[config.mk]
export PLATFORM = sky130hd
export DESIGN_NAME = mem_access_unit
export DESIGN_NICKNAME = d
export VERILOG_FILES = /design/src/rtl/mem_pkg.sv /design/src/rtl/wait_counter.sv /design/src/rtl/mem_access_unit.sv
export SDC_FILE = /design/constraint.sdc
export NUM_CORES = 1
export LEC_CHECK = 0
export CAP_MARGIN = 10
export CORE_MARGIN = 1.5
export CORE_UTILIZATION = 36
export CTS_CLUSTER_SIZE = 40
export DETAILED_ROUTE_END_ITERATION = 10
export MAX_ROUTING_LAYER = met4
export PLACE_DENSITY = 0.77
export RECOVER_POWER = 25
export REMOVE_ABC_BUFFERS = 1
export SLEW_MARGIN = 20
export SYNTH_ARGS = -nofsm -noshare
export SYNTH_HDL_FRONTEND = slang
export SYNTH_SLANG_ARGS = --single-unit
[constraint.sdc]
create_clock -name Clk -period 1.65 [get_ports Clk]
set_clock_uncertainty 0.05 [all_clocks]
set_input_delay 0.2475 -clock Clk [delete_from_list [all_inputs] [get_ports Clk]]
set_output_delay 0.2475 -clock Clk [all_outputs]
set_load 0.05 [all_outputs]
[src/rtl/mem_pkg.sv]
// Shared types and sizes for the SLC-3 memory access stage.
package mem_pkg;
  localparam int DATA_W = 16;
  localparam int CNT_W  = 4;

  typedef enum logic [2:0] {IDLE, READ, WR_SETUP, WR_PULSE, DONE} mem_state_t;
endpackage

[src/rtl/wait_counter.sv]
// Loadable down-counter that parks at zero; zero flag tells the owner the wait is over.
module wait_counter
  import mem_pkg::*;
(
  input  logic             gclk,
  input  logic             grst_n,
  input  logic             load,
  input  logic             en,
  input  logic [CNT_W-1:0] load_val,
  output logic             zero
);
  logic [CNT_W-1:0] cnt;

  always_ff @(posedge gclk or negedge grst_n) begin
    if (!grst_n)                 cnt <= '0;
    else if (load)               cnt <= load_val;
    else if (en && cnt != '0)    cnt <= cnt - 1'b1;
  end

  assign zero = (cnt == '0);
endmodule

[src/rtl/mem_access_unit.sv]
// MAR/MDR registers plus the SRAM read/write sequencer with fixed wait states.
module mem_access_unit #(
  parameter int DATA_W      = mem_pkg::DATA_W,
  parameter int WAIT_CYCLES = 2
) (
  input  logic              Clk,
  input  logic              Reset_n,
  input  logic [DATA_W-1:0] bus_in,
  input  logic              ld_mar,
  input  logic              ld_mdr,
  input  logic              rd_req,
  input  logic              wr_req,
  output logic [DATA_W-1:0] mar,
  output logic [DATA_W-1:0] mdr,
  output logic              busy,
  output logic              done,
  output logic [DATA_W-1:0] mem_addr,
  output logic [DATA_W-1:0] mem_wdata,
  input  logic [DATA_W-1:0] mem_rdata,
  output logic              mem_ce_n,
  output logic              mem_oe_n,
  output logic              mem_we_n
);
  import mem_pkg::*;

  if (WAIT_CYCLES < 1 || WAIT_CYCLES > 15) begin : g_bad_wait
    $error("mem_access_unit: WAIT_CYCLES must be in 1..15");
  end

  localparam logic [CNT_W-1:0] WAIT_LD = CNT_W'(WAIT_CYCLES - 1);

  mem_state_t state, state_nxt;
  logic       cnt_load, cnt_en, cnt_zero;

  assign cnt_load = (state == IDLE && rd_req) || (state == WR_SETUP);
  assign cnt_en   = (state == READ) || (state == WR_PULSE);

  wait_counter u_wait (
    .gclk     (Clk),
    .grst_n   (Reset_n),
    .load     (cnt_load),
    .en       (cnt_en),
    .load_val (WAIT_LD),
    .zero     (cnt_zero)
  );

  always_ff @(posedge Clk or negedge Reset_n) begin
    if (!Reset_n) state <= IDLE;
    else          state <= state_nxt;
  end

  // Read wins over write; a write request seen alongside a read is dropped.
  always_comb begin
    state_nxt = state;
    case (state)
      IDLE: begin
        if (rd_req)      state_nxt = READ;
        else if (wr_req) state_nxt = WR_SETUP;
      end
      READ:     if (cnt_zero) state_nxt = DONE;
      WR_SETUP: state_nxt = WR_PULSE;
      WR_PULSE: if (cnt_zero) state_nxt = DONE;
      DONE:     state_nxt = IDLE;
      default:  state_nxt = IDLE;
    endcase
  end

  always_comb begin
    mem_ce_n = 1'b1;
    mem_oe_n = 1'b1;
    mem_we_n = 1'b1;
    case (state)
      READ:     begin mem_ce_n = 1'b0; mem_oe_n = 1'b0; end
      WR_SETUP: mem_ce_n = 1'b0;
      WR_PULSE: begin mem_ce_n = 1'b0; mem_we_n = 1'b0; end
      default:  ;
    endcase
  end

  assign busy = (state != IDLE);
  assign done = (state == DONE);

  // Loads only land in IDLE; MDR is otherwise written only by the read capture.
  always_ff @(posedge Clk or negedge Reset_n) begin
    if (!Reset_n) begin
      mar <= '0;
      mdr <= '0;
    end else if (state == IDLE) begin
      if (ld_mar) mar <= bus_in;
      if (ld_mdr) mdr <= bus_in;
    end else if (state == READ && cnt_zero) begin
      mdr <= mem_rdata;
    end
  end

  assign mem_addr  = mar;
  assign mem_wdata = mdr;
endmodule

==> results by group <==
Outcome
  – Status: finished, violations left
  – Failing checks: negative setup slack

Die
  – Core box area: 5510 um2
  – Io pins: 107
  – # rows: 27
  – Die Height: 78.5 um
  – Die Area: 6160 um2
  – Die width: 78.5 um
  – Initial Utilization: 37.2%

Worst setup path
  – FF-to-FF Start: state[1]
  – Worst Path Required: 1.35 ns
  – Crit end category: output port
  – Reg2Reg Setup Slack: 0.01 ns
  – Critical path startpoint: state[1]
  – Reg-to-Reg End: mar[9]
  – CP Class: reg -> out
  – Crit Path Max Fanout: 5
  – Worst Setup EP: mem_oe_n
  – Crit start category: register
  – WP data arrival: 1.35 ns
  – Reg2Reg Depth: 4

Hold path
  – HP Class: reg -> reg

Routing
  – Detail Route Antenna Nets: 0
  – Routed WL: 5280 um
  – Vias per cell: 4.80
  – Drt pass-1 iters: 4
  – DRC: 0
  – Vias: 1,638
  – DR WL/cell: 15.5 um
  – Initial DRC count: 70

Clock tree
  – Clk Latency, worst-skew pair: 0.28 ns
  – H-tree depth: 2
  – Clock-pin slew on the worst setup and hold paths: 0.07 ns
  – CTS tree: done
  – CTS root buffer: clkbuf_8
  – Clk buf depth: 2
  – Clock sink total: 39
  – Num CTS Buffers: 5

STA
  – RSZ-0062 raised after global routing: yes
  – Final Worst Setup Slack: -0.000186 ns
  – Number of setup violations in the final report: 1
  – Fin. max-slew vios: 0
  – Hold Slack: 0.474 ns
  – FMAX: 606 MHz
  – Headroom to the max-slew limit: 31.8%
  – Hold Fails Final Rpt: 0
  – Slew of the pin with the lowest slew margin: 1.02 ns
  – Fin crit period: 1.65 ns
  – Setup TNS: -0.000186 ns
  – Final worst path period share: 100%

Logic synthesis
  – Post-synth top flop: dfrtp_1
  – Syn. warnings: 0
  – Post-synth ARST share: 100%
  – Syn Std Cell Area: 2050 um2
  – Sequential share of the synthesized area: 47.6%
  – Post-synth EDFFs: 0
  – Synth Instances: 166
  – Yosys top cell area share: 47.6%
  – Top cell type by total area after synthesis: dfrtp_1
  – Yosys reg bits: 39
  – Area contributors post-synth: dfrtp_1 (48%), buf_4 (12%), o221a_1 (5.5%)
  – Syn Area/Cell: 12.4 um2
  – Distinct cells, synth: 37

Global routing
  – Total gr overflow: 0
  – Vias in the first global route: 1,653
  – Gr usage total: 17.3%
  – First-pass GRT wire length: 7980 um
  – Antenna violations before repair: 0
  – Largest net degree at the start of global routing: 21

Final layout
  – Multi-input gate area: 837 um2
  – P&R area growth vs syn: 56.6%
  – Final nets: 309
  – Diode count: 0
  – Most frequent cells in the layout: buf_4 (86), dfrtp_1 (37), clkdlybuf4s50_1 (36)
  – Fillers: 458
  – Commonest non-fill, non-tap cell in the layout: buf_4
  – Layout cell share with drive strength beyond 1: 51.3%
  – Post-layout util: 58.3%
  – Reg area: 978 um2

Job
  – Max_cap viols: 0

Placement
  – Final GP Congestion: 0.731
  – Port buffer count: 106
  – Detailed placer's ending HPWL: 3740 um
## Yosys cell counts, types with 2 or more instances
| master | n |
|---|---|
| mux2_1 | 8 |
| ha_1 | 2 |
| mux2_2 | 8 |
| o221a_1 | 10 |
| inv_1 | 5 |
| buf_4 | 33 |
| nand3_1 | 3 |
| buf_2 | 2 |
| buf_6 | 2 |
| o21ai_0 | 5 |
| dfrtp_1 | 39 |
| nor3_1 | 3 |
| o221a_2 | 6 |
| nand2b_1 | 17 |
## kinds of logic after synthesis
logic type	share of synthesized area, %
fa+ha+maj	1.22
mux	9.27
compound gates	13.5
simple gates	12.9
buf+inv	15.5
flops	47.6
## flip-flops by register name (all words and copies together), names as in the netlist
name,count
u_wait.cnt,4
state,3
mar,16
mdr,16
## what timing repair did
item / in CTS / in global routing
endpoints found under the setup margin: 20 / 39
cloned: 0 / 1
setup buffers: 0 / 4
hold buffers: 1 / 0
hold endpoints to repair: 18 / 0
gates resized for setup: 5 / 20
pin swaps: 0 / 2
## metrics by stage
step	setup slack, ns	instances	area [um2]
finish	-0.000186	341	3210
global route	-0.0520	341	3210
CTS	-0.00663	336	3100
detailed placement	-0.0421	328	2970
global placement	0.00247	328	2970
floorplan	-0.361	127	1750
## final cells by class
type | instances | area share [%]
well taps | 72 | 2.80
clock inverters | 1 | 0.935
flip-flops and latches | 39 | 30.5
clock buffers | 6 | 2.26
inverters | 5 | 0.584
repair buffers | 134 | 36.9
multi-input cells | 84 | 26.1
## routing by layer
metal | wire length, um | GRT usage, % | vias to the layer above
met4 | 62 | 5.36 | 0
met1 | 2190 | 20.2 | 800
met3 | 304 | 3.95 | 6
met5 | 0 | - | -
li1 | - | - | 765
met2 | 2720 | 29.7 | 67
## worst min-delay path by stage
stage	endpoint	slack, ns	start	cells past startpoint
6_report	mar[12]	0.47	mar[12]	1
5_1_grt	mar[12]	0.49	mar[12]	1
4_1_cts	mdr[15]	0.41	Reset_n	2
3_5_place_dp	mdr[6]	0.17	Reset_n	1
3_3_place_gp	mdr[5]	0.17	Reset_n	1
2_1_floorplan	mar[0]	-0.1	Reset_n	0
## worst max-delay path: stages (launching register included)
cell and delay (ns):
dfrtp_2 0.44, or3b_4 0.46, buf_6 0.18
Power is not shown: default switching activity piles up to over one toggle a cycle in this logic, so the estimate is an artifact.
